$ cat config.mk
export PLATFORM = sky130hd
export DESIGN_NAME = instr_fetch_unit
export DESIGN_NICKNAME = d
export VERILOG_FILES = /design/src/rtl/instr_fetch_unit.sv
export SDC_FILE = /design/constraint.sdc
export NUM_CORES = 1
export LEC_CHECK = 0
export BUFFER_PORTS_ARGS = -buffer_cell sky130_fd_sc_hd__buf_2
export CAP_MARGIN = 20
export CORE_MARGIN = 2
export CORE_UTILIZATION = 30
export DETAILED_ROUTE_END_ITERATION = 16
export MAX_ROUTING_LAYER = met4
export PLACE_DENSITY = 0.65
export SLEW_MARGIN = 20
export SYNTH_ARGS = -nofsm -noshare
export SYNTH_HDL_FRONTEND = slang
export SYNTH_SLANG_ARGS = --single-unit
export TNS_END_PERCENT = 20
$ cat constraint.sdc
create_clock -name clk -period 3.5 [get_ports clk]
set_input_delay 0.175 -clock clk [delete_from_list [all_inputs] [get_ports clk]]
set_output_delay 0.175 -clock clk [all_outputs]
set_load 0.03 [all_outputs]
$ cat src/rtl/instr_fetch_unit.sv
// rtl/instr_fetch_unit.sv - PC register and instruction fetch FSM for the single-cycle core
// Optional macro FETCH_TIMEOUT_EN adds a fetch watchdog driving the sticky fetch_err flag.
module instr_fetch_unit #(
    parameter int              XLEN     = 32,
    parameter logic [XLEN-1:0] RESET_PC = '0
`ifdef FETCH_TIMEOUT_EN
    ,
    parameter int              TIMEOUT_CYCLES = 255
`endif
) (
    input  logic            clk,
    input  logic            rst_n,
    output logic            im_req,
    output logic [XLEN-1:0] im_addr,
    input  logic            im_gnt,
    input  logic            im_rvalid,
    input  logic [31:0]     im_rdata,
    output logic [31:0]     instr,
    output logic            instr_valid,
    output logic [XLEN-1:0] pc,
    output logic [XLEN-1:0] pc_plus4,
    input  logic            commit,
    input  logic [2:0]      pcSel,
    input  logic            branch_taken,
    input  logic [XLEN-1:0] imm,
    input  logic [XLEN-1:0] alu_result,
    output logic            misaligned,
    output logic            fetch_err
);
    localparam logic [31:0] NOP = 32'h0000_0013;

    typedef enum logic [2:0] {
        S_BOOT,
        S_FETCH,
        S_WAIT_RESP,
        S_ISSUE,
        S_HALT
    } state_t;

    state_t          r_state;
    logic            r_im_req;
    logic [31:0]     r_instr;
    logic            r_instr_valid;
    logic [XLEN-1:0] r_pc;
    logic            r_misaligned;

    logic [XLEN-1:0] w_pc_plus4;
    logic [XLEN-1:0] w_pc_plus_imm;
    logic [XLEN-1:0] w_next_pc;
    logic            w_done;
    logic            w_wd_expire;

    assign w_pc_plus4    = r_pc + XLEN'(4);
    assign w_pc_plus_imm = r_pc + imm;
    assign w_done        = (r_state == S_FETCH && im_gnt && im_rvalid) ||
                           (r_state == S_WAIT_RESP && im_rvalid);

    always_comb begin
        w_next_pc = w_pc_plus4;
        case (pcSel)
            3'd1:    w_next_pc = branch_taken ? w_pc_plus_imm : w_pc_plus4;
            3'd2:    w_next_pc = w_pc_plus_imm;
            3'd3:    w_next_pc = alu_result & ~XLEN'(1);
            3'd4:    w_next_pc = r_pc;
            default: w_next_pc = w_pc_plus4;
        endcase
    end

`ifdef FETCH_TIMEOUT_EN
    localparam int              WD_W    = (TIMEOUT_CYCLES > 255) ? $clog2(TIMEOUT_CYCLES) : 8;
    localparam logic [WD_W-1:0] WD_LAST = WD_W'(TIMEOUT_CYCLES - 1);

    logic [WD_W-1:0] r_wd;
    logic            r_fetch_err;

    assign w_wd_expire = (r_state == S_FETCH || r_state == S_WAIT_RESP) && !w_done && (r_wd == WD_LAST);
    assign fetch_err   = r_fetch_err;

    // Held at zero outside the fetch states so every new fetch starts a fresh count.
    always_ff @(posedge clk or negedge rst_n) begin
        if (!rst_n) begin
            r_wd        <= '0;
            r_fetch_err <= 1'b0;
        end else begin
            if (r_state == S_BOOT || r_state == S_ISSUE) begin
                r_wd <= '0;
            end else if ((r_state == S_FETCH || r_state == S_WAIT_RESP) && !w_done) begin
                r_wd <= r_wd + WD_W'(1);
            end
            if (w_wd_expire) begin
                r_fetch_err <= 1'b1;
            end
        end
    end
`else
    assign w_wd_expire = 1'b0;
    assign fetch_err   = 1'b0;
`endif

    always_ff @(posedge clk or negedge rst_n) begin
        if (!rst_n) begin
            r_state       <= S_BOOT;
            r_im_req      <= 1'b0;
            r_instr       <= NOP;
            r_instr_valid <= 1'b0;
            r_pc          <= RESET_PC;
            r_misaligned  <= 1'b0;
        end else begin
            case (r_state)
                S_BOOT: begin
                    r_im_req <= 1'b1;
                    r_state  <= S_FETCH;
                end
                S_FETCH: begin
                    if (im_gnt && im_rvalid) begin
                        r_instr       <= im_rdata;
                        r_instr_valid <= 1'b1;
                        r_im_req      <= 1'b0;
                        r_state       <= S_ISSUE;
                    end else if (w_wd_expire) begin
                        r_im_req <= 1'b0;
                        r_state  <= S_HALT;
                    end else if (im_gnt) begin
                        r_im_req <= 1'b0;
                        r_state  <= S_WAIT_RESP;
                    end
                end
                S_WAIT_RESP: begin
                    if (im_rvalid) begin
                        r_instr       <= im_rdata;
                        r_instr_valid <= 1'b1;
                        r_state       <= S_ISSUE;
                    end else if (w_wd_expire) begin
                        r_state <= S_HALT;
                    end
                end
                S_ISSUE: begin
                    if (commit) begin
                        r_instr_valid <= 1'b0;
                        // A misaligned target freezes pc at the offending instruction.
                        if (|w_next_pc[1:0]) begin
                            r_misaligned <= 1'b1;
                            r_state      <= S_HALT;
                        end else begin
                            r_pc     <= w_next_pc;
                            r_im_req <= 1'b1;
                            r_state  <= S_FETCH;
                        end
                    end
                end
                S_HALT: begin
                    r_im_req      <= 1'b0;
                    r_instr_valid <= 1'b0;
                end
                default: begin
                    r_im_req      <= 1'b0;
                    r_instr_valid <= 1'b0;
                    r_state       <= S_HALT;
                end
            endcase
        end
    end

    assign im_req      = r_im_req;
    assign im_addr     = r_pc;
    assign instr       = r_instr;
    assign instr_valid = r_instr_valid;
    assign pc          = r_pc;
    assign pc_plus4    = w_pc_plus4;
    assign misaligned  = r_misaligned;
endmodule
### Word-level counts from Yosys, hierarchy flattened

Index checks and enable logic that the tools add are counted.

* logic and storage cells: 58
* output and inout bits: 132
* register bits: 70
* bits of input ports: 105

* equal/unequal tests: 13
* $add $sub $neg: 2
* bitwise operators: 5
* reductions and logical operators: 11
* multiplexer cells: 20

Operator list (number)
* 32-bit one-hot mux with 4 select lines: 1
* 32-bit two-way mux: 3
* 32-bit one-hot mux with 2 select lines: 1
* 32-bit by 3-bit adder with 32-bit output, second input constant: 1
* 32-bit adder: 1
* 4-bit AND reduction: 4
* 3-bit two-way mux: 5
* 3-bit one-hot mux with 5 select lines: 1
* 3-bit by 2-bit equality test with 1-bit output, second input constant: 4
* 3-bit AND reduction: 3
* 1-bit one-hot mux with 4 select lines: 2
* 1-bit two-way mux: 7
* 3-bit by 1-bit equality test with 1-bit output, second input constant: 2
* 3-bit equality test, second input constant: 2
* 2-bit != test, second input constant: 3
* 1-bit NOT: 5
* 3-bit logical NOT: 1
* 3-bit by 2-bit != test with 1-bit output, second input constant: 1
* 2-bit by 1-bit != test with 1-bit output, second input constant: 1
* 2-bit nonzero test: 1
* 2-bit OR reduction: 1
* 1-bit logical AND: 1

### Depth between registers and ports, before layout

* depth in word-level cells: 7
* gate-level depth with buffers: 12

### Worst setup path before layout

OpenSTA, ideal clock, no wires.

* path type: register -> register
* from: register r_pc[0], in the netlist im_addr[0]
* to: register r_pc[31], in the netlist im_addr[31]
* setup slack: 0.538 ns
* required time: 3.381 ns
* setup time: 0.119 ns
* cell stages (with the launch flop): 12
* clock period less this slack: 2.962 ns
* buffers on the path: 1
* data arrival time: 2.843 ns
* cell sequence: dfrtp_1 -> ha_1 -> inv_1 -> fa_1 -> nand2b_1 -> a222oi_1 -> and2b_2 -> nand2_2 -> buf_2 -> a221o_1 -> o22a_1 -> o21a_1

* cells in the longest elaborated chain, start to end: 6
* elaborated cells between the ends (all ways): 7

Ends and longest elaborated chain
* start, declared: line 44 `logic [XLEN-1:0] r_pc;`
* start signal, assigned: line 145 `r_pc <= w_next_pc;`
* 32-bit by 3-bit adder with 32-bit output / 32-bit adder (equally long branches): line 53, 54
* 32-bit two-way mux: line 61 `3'd1: w_next_pc = branch_taken ? w_pc_plus_imm : w_pc_plus4;`
* 32-bit one-hot mux with 4 select lines *: line 60 `case (pcSel)`
* 2-bit OR reduction: line 141 `if (|w_next_pc[1:0]) begin`
* 1-bit NOT (no line)
* 4-bit AND reduction (no line)

Every way passes the cells marked *; elsewhere a longest branch is shown, timed or not.
A chain may end at the register's enable or synchronous reset.

### Worst setup path after layout

* from: register r_pc[0], in the netlist im_addr[0]
* to: register r_pc[26], in the netlist im_addr[26]

Same word-level chain as after synthesis.

==> impl_results.md <==
* Sequential power share at 39.9%
* M1 WL at between 7000 and 8000 um
* Htree depth at 3
* Root Driver: clkbuf_16
* Number of synthesized register bits at 70
* CP cell instances: ha_1, inv_1, fa_1, nor2b_1, o31a_1, o21a_1, o21ai_1, a21oi_1, o21ai_1, xnor2_1, a21oi_1, a2111oi_1
* Chip width at 138 um
* Core area at between 15000 and 20000 sq um
* RR Endpoint: im_addr[26]
* Slowest CP cell: dfrtp_1
* DRT Wirelength at around 17000 um
* Top cells by area, synth: dfrtp_1 31%, ha_1 7.4%, mux2_2 6.9%, xnor2_1 6.2%, buf_4 4.9%
* Final Hold Fails at 29
* Synthesis Warnings at 0
* Layout Skew at 0.0104 ns
* CTS buffer count at 9
* Antenna-violating nets left at 0
* Top sig layer: met4
* Clk pwr share at roughly half
* Final worst-path cycle share at between 80% and 90%
* Pwr Density at just under 300 nW/um^2
* Setup CP Type: reg -> reg
* Synth unique cells at 63
* Register area share after synthesis at around a third
* Gp weighted congestion at between 0.8 and 0.9
* Die Footprint at about 19000 sq um
* Worst hold-check path type: in -> async
* Core Util, Final at 39.0%
* Peak supply drop at just under 200 uV
* Max-Cap Viols at 0
* Main synth FF type: dfrtp_1
* Critical path data required time at 3.72 ns
* Global-route wire length before repair at between 20000 and 30000 um
* Via density at between 5 and 6
* DRC viols at 0
* Worst-Skew Late Latency at between 0.3 and 0.4 ns
* Share of cells above drive strength 1 at between 30% and 40%
* CTS tree: yes
* Vias in the first global route at about 5000
* Most common cell in the netlist: dfrtp_1
* Worst-Margin Slew at slightly above 0.9 ns
* Chip height at approximately 140 um
* Net switching power at roughly 0.48 mW
* CP arrival at 3.37 ns
* Nets at 932
* Post-synth top area cell: dfrtp_1
* DP HPWL at 13200 um
* Element type at the critical path start: flip-flop
* Initial DRT Pass Iterations at 6
* Mean Syn Cell Area at between 9 and 10 sq um
* Fin Setup TNS at 0 ns
* Post-Syn Nets at 733
* R2r setup slk at around 0.35 ns
* Clock slew at reported path FFs at 0.06 ns
* Pleak at roughly 3.7 nW
* Final min period at 3.15 ns
* Max incr delay on CP at 0.45 ns
* Share of the synthesized area in the top cell type at a little under a third
* Reg2reg start: im_addr[0]
* WL met3 at 1220 um
* Switching part of the total at around a quarter
* Hold slack at -0.0202 ns
* Initial drt markers at 270
* Post-CTS sizing at 0
* Post-synth ARST share at 100%
* Synthesized area at between 5000 and 6000 sq um
* Worst Reg-to-Reg Cells at 12
* Gate Count Post-Synth at approximately 600
* Status: complete, but fails checks
* Worst setup margin at ~0.35 ns
* Area Growth Syn to Fin at 28.4%
* Combinational power share at between 10% and 20%
* Max-slew violation count at 0
* Site row count at just under 50
* Initial Util at a little under a third
* Number of synthesized flops with an enable pin at 0
* Top post-synthesis cells by count: 67 x dfrtp_1, 62 x nand2_1, 38 x o21ai_0, 38 x xnor2_1, 37 x a21oi_1
* Postcts setup bufs at 0
* Via count at roughly 5300
* Metal2 WL at approximately 7900 um
* Crit-path max FO at 6
* TritonCTS sink count at 70
* Pin count of the biggest net entering global routing at slightly above 70
* Cell Int Power at approximately 1.5 mW
* RSZ-0062 raised after global routing: no
* All-layer global routing usage at approximately 18%
* Endpoint class of the critical path: flip-flop
* Clock Tree Buf Depth at 2
* Fmax at approximately 320 MHz
* I/O pins at roughly 240
* Final setup violating endpoints at 0
* Initial antenna violation count at 1
* Slew headroom at around two fifths
* Failing checks: negative hold slack
* Fill count at roughly 1900
* Port bufs at around 230
* CTS Hold Buffers Added at 0
* Setup WS pre-CTS at ~0.39 ns
* GRT overflow at 0
* Routed wire per std cell at 16.7 um
-- cell usage in the layout (no fill, tap or decap), types with 6 or more instances in the layout --
cell / n
clkbuf_16: 9
xor2_1: 16
xnor2_1: 38
buf_4: 14
o21a_1: 8
a221oi_1: 6
nand2_1: 62
nor2_1: 33
mux2_2: 33
buf_2: 233
o21ai_0: 38
nand3_1: 19
a222oi_1: 22
ha_1: 32
a21oi_1: 35
a21o_1: 13
dfrtp_1: 67
inv_1: 15
-- metrics by stage --
step / instances / cell area [sq um] / hold slack (ns) / total power, mW
floorplan: 595 / 5400 / -0.121 / 0.929
global placement: 1012 / 6600 / 0.387 / 1.04
detailed placement: 1012 / 6600 / 0.379 / 1.04
CTS: 1028 / 6930 / 0.0136 / 2.06
global route: 1029 / 6930 / 0.0594 / 2.12
finish: 1029 / 6930 / -0.0202 / 2.03
-- flip-flops by register name, indices dropped and copies added (netlist names) --
signal       count
instr_valid      1
misaligned       1
im_addr         32
im_req           1
instr           32
r_state          3
-- final cells by class --
class / instances / area, sq um / share of cell area (%)
Clock inverter: 5 / 82.6 / 1.19
Multi-Input combinational cell: 450 / 3230 / 46.6
Antenna cell: 1 / 2.50 / 0.0361
Tap cell: 229 / 287 / 4.14
Clock buffer: 11 / 243 / 3.50
Inverter: 16 / 60.1 / 0.867
Timing Repair Buffer: 247 / 1270 / 18.3
Sequential cell: 70 / 1760 / 25.3
-- power groups by stage --
stage	Sequential [mW]	Clock, mW	Combinational (mW)
2_1_floorplan	0.824	0	0.104
3_3_place_gp	0.824	0	0.214
3_5_place_dp	0.824	0	0.213
6_report	0.810	1.01	0.213
5_1_grt	0.809	1.07	0.237
4_1_cts	0.809	1.04	0.215
-- kinds of logic (layout without fill, tap and decap cells) --
| kind of cell | after synthesis | count (layout) | share of synthesized area (%) |
|---|---|---|---|
| xor gates and xnor gates | 54 | 54 | 8.76 |
| other | 1 | 2 | 0.0695 |
| DFF | 70 | 70 | 32.5 |
| muxes | 33 | 33 | 6.88 |
| buffers and inverters | 75 | 279 | 7.81 |
| AOI/OAI and AO/OA | 160 | 160 | 20.3 |
| adders and majority gates | 33 | 33 | 7.79 |
| and+or+nand+nor | 169 | 169 | 15.9 |
-- metal layers --
layer	global-route usage (%)	vias up
met2	28.3	235
met1	24.3	2476
met5	-	-
met3	3.22	13
li1	-	2556
met4	4.94	0
-- worst max-delay path: cells and delay by family, from the launching register on --
family                     cells  cell delay [ns]
AOI/OAI and AO/OA              7             1.53
DFF                            1             0.45
and+or+nand+nor                1             0.16
xor gates and xnor gates       1             0.21
adders and majority gates      2             0.63
buffers and inverters          1             0.06
-- how the worst max path moves through the flow --
stage	startpoint	to	depth (start not counted)
after floorplan	im_addr[0]	im_addr[31]	11
after CTS	im_addr[0]	im_addr[26]	12
final	im_addr[0]	im_addr[26]	12
after detailed placement	im_addr[0]	im_addr[26]	12
after global routing	im_addr[0]	im_addr[26]	12
after global placement	im_addr[0]	im_addr[26]	12
No activity file was read; power rests on OpenSTA's default activity.
